<file path="src/rtl/armleo_axi_wr_sched.sv">
// Round-robin write-path scheduler: owns the shared AW/W/B channel for one full
// write transaction and flags W beat counts that disagree with the captured awlen.
module armleo_axi_wr_sched #(
    parameter int HOST_NUMBER = 3,
    localparam int HOST_NUMBER_CLOG2 = $clog2(HOST_NUMBER)
) (
    input  logic                         clk,
    input  logic                         rst_n,
    input  logic [HOST_NUMBER-1:0]       upstream_axi_awvalid,
    input  logic                         downstream_axi_awvalid,
    input  logic                         downstream_axi_awready,
    input  logic [7:0]                   downstream_axi_awlen,
    input  logic                         downstream_axi_wvalid,
    input  logic                         downstream_axi_wready,
    input  logic                         downstream_axi_wlast,
    input  logic                         downstream_axi_bvalid,
    input  logic                         downstream_axi_bready,
    output logic [HOST_NUMBER-1:0]       select,
    output logic [HOST_NUMBER_CLOG2-1:0] select_idx,
    output logic                         select_valid,
    output logic                         wlast_error,
    output logic [1:0]                   state
);

    typedef enum logic [1:0] {
        IDLE = 2'd0,
        ADDR = 2'd1,
        DATA = 2'd2,
        RESP = 2'd3
    } state_t;

    state_t                       state_r, state_nxt_s;
    logic [HOST_NUMBER-1:0]       select_r, select_nxt_s;
    logic [HOST_NUMBER_CLOG2-1:0] select_idx_r, select_idx_nxt_s;
    logic                         select_valid_r, select_valid_nxt_s;
    logic                         wlast_error_r, wlast_error_nxt_s;
    logic [HOST_NUMBER_CLOG2-1:0] rr_ptr_r, rr_ptr_nxt_s;
    logic [8:0]                   beat_cnt_r, beat_cnt_nxt_s;
    logic                         w_done_r, w_done_nxt_s;
    logic [8:0]                   expected_r, expected_nxt_s;
    logic                         err_fired_r, err_fired_nxt_s;

    logic                         aw_hs_s, w_hs_s, wl_hs_s, b_hs_s;
    logic [8:0]                   cnt_inc_s, awlen_plus1_s;
    logic                         win_found_s;
    logic [HOST_NUMBER_CLOG2-1:0] win_idx_s;

    assign aw_hs_s       = downstream_axi_awvalid & downstream_axi_awready;
    assign w_hs_s        = downstream_axi_wvalid & downstream_axi_wready;
    assign wl_hs_s       = w_hs_s & downstream_axi_wlast;
    assign b_hs_s        = downstream_axi_bvalid & downstream_axi_bready;
    assign cnt_inc_s     = beat_cnt_r + {8'd0, w_hs_s};
    assign awlen_plus1_s = {1'b0, downstream_axi_awlen} + 9'd1;

    // Round-robin search: first requester at or after the pointer, wrapping at HOST_NUMBER.
    always_comb begin
        int                           cand_v;
        logic [HOST_NUMBER_CLOG2-1:0] cand_idx_v;
        cand_v      = 0;
        cand_idx_v  = {HOST_NUMBER_CLOG2{1'b0}};
        win_found_s = 1'b0;
        win_idx_s   = {HOST_NUMBER_CLOG2{1'b0}};
        for (int i = 0; i < HOST_NUMBER; i++) begin
            cand_v = int'(rr_ptr_r) + i;
            if (cand_v >= HOST_NUMBER) begin
                cand_v = cand_v - HOST_NUMBER;
            end else begin
                cand_v = cand_v;
            end
            cand_idx_v = HOST_NUMBER_CLOG2'(cand_v);
            if (!win_found_s && upstream_axi_awvalid[cand_idx_v]) begin
                win_found_s = 1'b1;
                win_idx_s   = cand_idx_v;
            end else begin
                win_found_s = win_found_s;
            end
        end
    end

    // Next-state, grant and beat-count checking.
    always_comb begin
        state_nxt_s        = state_r;
        select_nxt_s       = select_r;
        select_idx_nxt_s   = select_idx_r;
        select_valid_nxt_s = select_valid_r;
        wlast_error_nxt_s  = 1'b0;
        rr_ptr_nxt_s       = rr_ptr_r;
        beat_cnt_nxt_s     = beat_cnt_r;
        w_done_nxt_s       = w_done_r;
        expected_nxt_s     = expected_r;
        err_fired_nxt_s    = err_fired_r;
        case (state_r)
            IDLE: begin
                if (win_found_s) begin
                    select_nxt_s       = HOST_NUMBER'(1) << win_idx_s;
                    select_idx_nxt_s   = win_idx_s;
                    select_valid_nxt_s = 1'b1;
                    rr_ptr_nxt_s       = (win_idx_s == HOST_NUMBER_CLOG2'(HOST_NUMBER - 1)) ?
                                         {HOST_NUMBER_CLOG2{1'b0}} : win_idx_s + HOST_NUMBER_CLOG2'(1);
                    beat_cnt_nxt_s     = 9'd0;
                    w_done_nxt_s       = 1'b0;
                    expected_nxt_s     = 9'd0;
                    err_fired_nxt_s    = 1'b0;
                    state_nxt_s        = ADDR;
                end else begin
                    state_nxt_s = IDLE;
                end
            end
            ADDR: begin
                beat_cnt_nxt_s = cnt_inc_s;
                w_done_nxt_s   = w_done_r | wl_hs_s;
                if (aw_hs_s) begin
                    expected_nxt_s = awlen_plus1_s;
                    // Beats that arrived before AW are judged only once the length is known.
                    if (w_done_r || wl_hs_s) begin
                        if ((cnt_inc_s != awlen_plus1_s) && !err_fired_r) begin
                            wlast_error_nxt_s = 1'b1;
                            err_fired_nxt_s   = 1'b1;
                        end else begin
                            wlast_error_nxt_s = 1'b0;
                        end
                        state_nxt_s = RESP;
                    end else begin
                        if ((cnt_inc_s >= awlen_plus1_s) && !err_fired_r) begin
                            wlast_error_nxt_s = 1'b1;
                            err_fired_nxt_s   = 1'b1;
                        end else begin
                            wlast_error_nxt_s = 1'b0;
                        end
                        state_nxt_s = DATA;
                    end
                end else begin
                    state_nxt_s = ADDR;
                end
            end
            DATA: begin
                beat_cnt_nxt_s = cnt_inc_s;
                if (wl_hs_s) begin
                    w_done_nxt_s = 1'b1;
                    if ((cnt_inc_s != expected_r) && !err_fired_r) begin
                        wlast_error_nxt_s = 1'b1;
                        err_fired_nxt_s   = 1'b1;
                    end else begin
                        wlast_error_nxt_s = 1'b0;
                    end
                    state_nxt_s = RESP;
                end else if (w_hs_s && (cnt_inc_s >= expected_r) && !err_fired_r) begin
                    wlast_error_nxt_s = 1'b1;
                    err_fired_nxt_s   = 1'b1;
                end else begin
                    state_nxt_s = DATA;
                end
            end
            RESP: begin
                if (b_hs_s) begin
                    select_nxt_s       = {HOST_NUMBER{1'b0}};
                    select_valid_nxt_s = 1'b0;
                    beat_cnt_nxt_s     = 9'd0;
                    w_done_nxt_s       = 1'b0;
                    err_fired_nxt_s    = 1'b0;
                    state_nxt_s        = IDLE;
                end else begin
                    state_nxt_s = RESP;
                end
            end
            default: begin
                select_nxt_s       = {HOST_NUMBER{1'b0}};
                select_valid_nxt_s = 1'b0;
                beat_cnt_nxt_s     = 9'd0;
                w_done_nxt_s       = 1'b0;
                err_fired_nxt_s    = 1'b0;
                state_nxt_s        = IDLE;
            end
        endcase
    end

    // State and output registers with synchronous active-low reset.
    always_ff @(posedge clk) begin
        if (!rst_n) begin
            state_r        <= IDLE;
            select_r       <= {HOST_NUMBER{1'b0}};
            select_idx_r   <= {HOST_NUMBER_CLOG2{1'b0}};
            select_valid_r <= 1'b0;
            wlast_error_r  <= 1'b0;
            rr_ptr_r       <= {HOST_NUMBER_CLOG2{1'b0}};
            beat_cnt_r     <= 9'd0;
            w_done_r       <= 1'b0;
            expected_r     <= 9'd0;
            err_fired_r    <= 1'b0;
        end else begin
            state_r        <= state_nxt_s;
            select_r       <= select_nxt_s;
            select_idx_r   <= select_idx_nxt_s;
            select_valid_r <= select_valid_nxt_s;
            wlast_error_r  <= wlast_error_nxt_s;
            rr_ptr_r       <= rr_ptr_nxt_s;
            beat_cnt_r     <= beat_cnt_nxt_s;
            w_done_r       <= w_done_nxt_s;
            expected_r     <= expected_nxt_s;
            err_fired_r    <= err_fired_nxt_s;
        end
    end

    assign select       = select_r;
    assign select_idx   = select_idx_r;
    assign select_valid = select_valid_r;
    assign wlast_error  = wlast_error_r;
    assign state        = state_r;

endmodule
</file>
<file path="config.mk">
export PLATFORM = sky130hd
export DESIGN_NAME = armleo_axi_wr_sched
export DESIGN_NICKNAME = d
export VERILOG_FILES = /design/src/rtl/armleo_axi_wr_sched.sv
export SDC_FILE = /design/constraint.sdc
export NUM_CORES = 1
export LEC_CHECK = 0
export ABC_AREA = 1
export ABC_CLOCK_PERIOD_IN_PS = 2100
export CORE_MARGIN = 8
export CORE_UTILIZATION = 50
export CTS_CLUSTER_DIAMETER = 80
export DETAILED_ROUTE_END_ITERATION = 12
export PLACE_DENSITY = 0.82
export SYNTH_ARGS = -nofsm -noshare
export SYNTH_HDL_FRONTEND = slang
export SYNTH_SLANG_ARGS = --single-unit
</file>
<file path="constraint.sdc">
create_clock -name clk -period 2.1 [get_ports clk]
set_input_delay 0.42 -clock clk [delete_from_list [all_inputs] [get_ports clk]]
set_output_delay 0.42 -clock clk [all_outputs]
set_load 0.01 [all_outputs]
</file>
==> flow_summary.json, run 1 <==
{
  "synthesized_nets": 429,
  "clkLatencyLatePin_ns": 0.30,
  "drcViolationCount": 0,
  "routed_via_density": 5.610,
  "cp.arrival_ns": 2.62,
  "worst_margin_slew_ns": 0.7634,
  "post_dr_wirelength_cell_um": 16.05,
  "drv_cap": 0,
  "mappedNetlistArea_um2": 2426,
  "switching_share_pct": 47.67,
  "place_congestion": 0.8673,
  "grt_pass1_vias": 2934,
  "initial_core_util_pct": 51.71,
  "power_density_nw_per_um2": 1235,
  "floorplan.core_area_um2": 4692,
  "ys.warnings.count": 0,
  "layout_commonest_cell": "sky130_fd_sc_hd__nand2_1",
  "final_cell_mix": "sky130_fd_sc_hd__nand2_1 (73), sky130_fd_sc_hd__inv_1 (63), sky130_fd_sc_hd__buf_4 (53), sky130_fd_sc_hd__nor2_1 (30), sky130_fd_sc_hd__dfxtp_1 (28)",
  "pwr-share-comb_pct": 67.8,
  "period_needed_ns": 2.396,
  "cts-root-buf": "sky130_fd_sc_hd__clkbuf_8",
  "number_of_standard_cells_in_the_final_layout_excluding_fillers": 533,
  "critPathKind": "in2reg",
  "area.growth.synth_to_final_pct": 56.78,
  "cp_max_fo": 2,
  "cts.path.max_buffers": 2,
  "run_status": "finished, violations left",
  "cell_internal_pwr_w": 0.002459,
  "gr-usage-all-layers_pct": 20.91,
  "maxSlewViolCount": 0,
  "antenna_left": 0,
  "count_of_antenna_diodes_in_the_layout": 0,
  "synth_area_per_cell_um2": 6.237,
  "floorplan.die_area_um2": 7337,
  "die_x_um": 85.66,
  "clock.fmax_mhz": 417.4,
  "ys.flop_type": "sky130_fd_sc_hd__dfxtp_1",
  "post-route-worst-setup-slack_ns": -0.2959,
  "drt-initial-drc-count": 231,
  "dp.final_hpwl_um": 5171,
  "grt_pass1_wl_um": 12560,
  "violations_in_the_final_reports": "setup timing",
  "initial_antenna_violation_count": 0,
  "seq_power_share_pct": 18.4,
  "portBuffers": 28,
  "die-height_um": 85.66,
  "min_period_over_period_pct": 114.1,
  "post_synth_num_cell_types": 32,
  "synth_edf_count": 0,
  "cts-htree-levels": 2,
  "placed_cells": 511,
  "synth_sequential_area_ratio_pct": 25.58,
  "power_switching_w": 0.002240,
  "final_layout_size_suffix_gt1_share_pct": 38.00,
  "first_pass_iters": 5,
  "max-slew-margin-rel_pct": 49.05,
  "clock-sinks": 31,
  "clkPwrFrac_pct": 13.8,
  "wl_um": 8557,
  "power.ir.vdd_worst_mv": 1.114,
  "global_route.overflow_total": 0,
  "critPathCaptureType": "flip-flop",
  "num-nets-final": 518,
  "path_clk_slew_ns": 0.07,
  "synth.ff_latch_count": 31,
  "cts-buffers-inserted": 5,
  "postSynth.asyncResetShare_pct": 0,
  "grt_start_max_net_pins": 17,
  "cts_hold_repair.buffers": 0,
  "detailroute.via_count": 2990,
  "leakagePower_nw": 1.774,
  "final_hold_viol_count": 0,
  "timing.critical_path.from_type": "primary input",
  "final_core_util_pct": 81.07,
  "top_level_ports": 29,
  "number_of_instances_in_the_synthesized_netlist": 389,
  "hold_class": "reg2reg",
  "rsz0062_at_grt": "yes",
  "cts_tree": "done",
  "floorplan.rows": 25,
  "setup_violations": 14,
  "finalClockSkew_ns": 0.01285,
  "critical_path_required_ns": 2.33
}
-- worst paths after layout --
| kind | from | end | slack [ns] | cells past startpoint |
|---|---|---|---|---|
| setup / recovery | downstream_axi_awlen[5] | err_fired_r$_SDFFE_PN0P_ | -0.30 | 18 |
| hold / removal | w_done_r$_SDFFE_PN0P_ | w_done_r$_SDFFE_PN0P_ | 0.47 | 2 |
| setup reg to reg | beat_cnt_r[0]$_SDFFE_PN0P_ | err_fired_r$_SDFFE_PN0P_ | -0.28 | 19 |
| hold reg to reg | w_done_r$_SDFFE_PN0P_ | w_done_r$_SDFFE_PN0P_ | 0.47 | 2 |
-- registers in the layout, indices dropped and copies added (netlist names) --
name and flops:
beat_cnt_r 9, err_fired_r 1, expected_r 9, rr_ptr_r 2
select 3, select_idx 2, select_valid 1, state 2
w_done_r 1, wlast_error 1
-- cell type report --
cell class	count	area (um2)
Clock buffer	6	82.58
Multi-Input combinational cell	276	1966
Sequential cell	31	624.3
Clock inverter	2	35.03
Timing Repair inverter	1	6.256
Fill cell	254	888.4
Inverter	78	302.8
Tap cell	54	67.56
Timing Repair Buffer	85	719.4
-- synth_stat cells, drive strengths merged (2+ instances only) --
cell type / number / area [um2]
a211oi: 2 / 15.01
a21boi: 2 / 15.01
a21oi: 26 / 130.1
a22oi: 4 / 30.03
a31oi: 3 / 18.77
buf: 2 / 8.750
clkbuf: 2 / 7.510
dfxtp: 31 / 620.6
ha: 20 / 250.2
inv: 77 / 289.0
nand2: 105 / 429.2
nand3: 24 / 135.1
nand4: 12 / 75.07
nor2: 50 / 207.7
nor3: 4 / 25.02
o21a: 2 / 15.01
o21ai: 10 / 50.04
o21bai: 2 / 15.01
o32ai: 2 / 17.52
xor2: 5 / 43.79
-- cell families (layout without fill, tap and decap cells) --
group,after synthesis,after routing,share of synthesized area [%]
and+or+nand+nor,196,196,36.20
buffers and inverters,82,172,12.74
AOI/OAI and AO/OA,55,55,13.36
DFF,31,31,25.58
adders and majority gates,20,20,10.31
xor gates and xnor gates,5,5,1.805
-- worst max-delay path, stage by stage --
cell and delay, ns:
sky130_fd_sc_hd__clkdlybuf4s50_1 0.43, sky130_fd_sc_hd__inv_1 0.10, sky130_fd_sc_hd__nor3_2 0.05, sky130_fd_sc_hd__buf_4 0.13, sky130_fd_sc_hd__buf_4 0.11, sky130_fd_sc_hd__nor2_1 0.17
sky130_fd_sc_hd__inv_1 0.07, sky130_fd_sc_hd__ha_1 0.27, sky130_fd_sc_hd__nand2_1 0.06, sky130_fd_sc_hd__nor2_2 0.10, sky130_fd_sc_hd__nand4_1 0.12, sky130_fd_sc_hd__nand2_1 0.11
sky130_fd_sc_hd__inv_2 0.04, sky130_fd_sc_hd__nand2_2 0.06, sky130_fd_sc_hd__nand2_2 0.06, sky130_fd_sc_hd__nand4_1 0.10, sky130_fd_sc_hd__nand2_1 0.10, sky130_fd_sc_hd__nor2_2 0.13
-- power by group through the flow --
stage / clock (W) / combinational [W] / sequential (W)
after CTS: 0.000628 / 0.00247 / 0.000844
final: 0.000647 / 0.00319 / 0.000866
after floorplan: 0 / 0.00134 / 0.000860
after detailed placement: 0 / 0.00217 / 0.000847
after global routing: 0.000669 / 0.00340 / 0.000877
after global placement: 0 / 0.00210 / 0.000845
-- metal layers --
metal,routed length (um),global-route usage (%)
met5,0,0
met4,423,8.917
met3,451,5.349
met2,4329,38.72
met1,3352,21.66
-- per-stage QoR --
| stage | total power (W) | setup slack [ns] | hold slack, ns | instance area (um2) | TNS [ns] |
|---|---|---|---|---|---|
| global route | 0.004944 | -0.5157 | 0.4860 | 3804 | -2.992 |
| global placement | 0.002949 | -0.8333 | 0.4430 | 3144 | -8.274 |
| finish | 0.004699 | -0.2959 | 0.4708 | 3804 | -0.9974 |
| detailed placement | 0.003018 | -0.8985 | 0.4514 | 3144 | -9.894 |
| CTS | 0.003944 | -0.1152 | 0.4670 | 3515 | -0.2667 |
| floorplan | 0.002196 | -0.07558 | 0.4300 | 2482 | -0.1222 |
-- timing repair --
| action | in CTS | in global routing |
|---|---|---|
| endpoints found under the setup margin | 29 | 31 |
| buffers inserted | 8 | 7 |
| resized for setup | 63 | 72 |
| pin swaps | 33 | 35 |
| gates cloned | 1 | 0 |
No activity file was read; power rests on OpenSTA's default activity.
==> inputs of run 2 (changes only) <==
--- a/config.mk
+++ b/config.mk
@@ -11,6 +11,7 @@
 export CORE_UTILIZATION = 50
 export CTS_CLUSTER_DIAMETER = 80
 export DETAILED_ROUTE_END_ITERATION = 12
+export GPL_ROUTABILITY_DRIVEN = 0
 export PLACE_DENSITY = 0.82
 export SYNTH_ARGS = -nofsm -noshare
 export SYNTH_HDL_FRONTEND = slang
==> results of run 2 <==
Same layout as run 1: the final DEF is identical, and so are final timing and power.
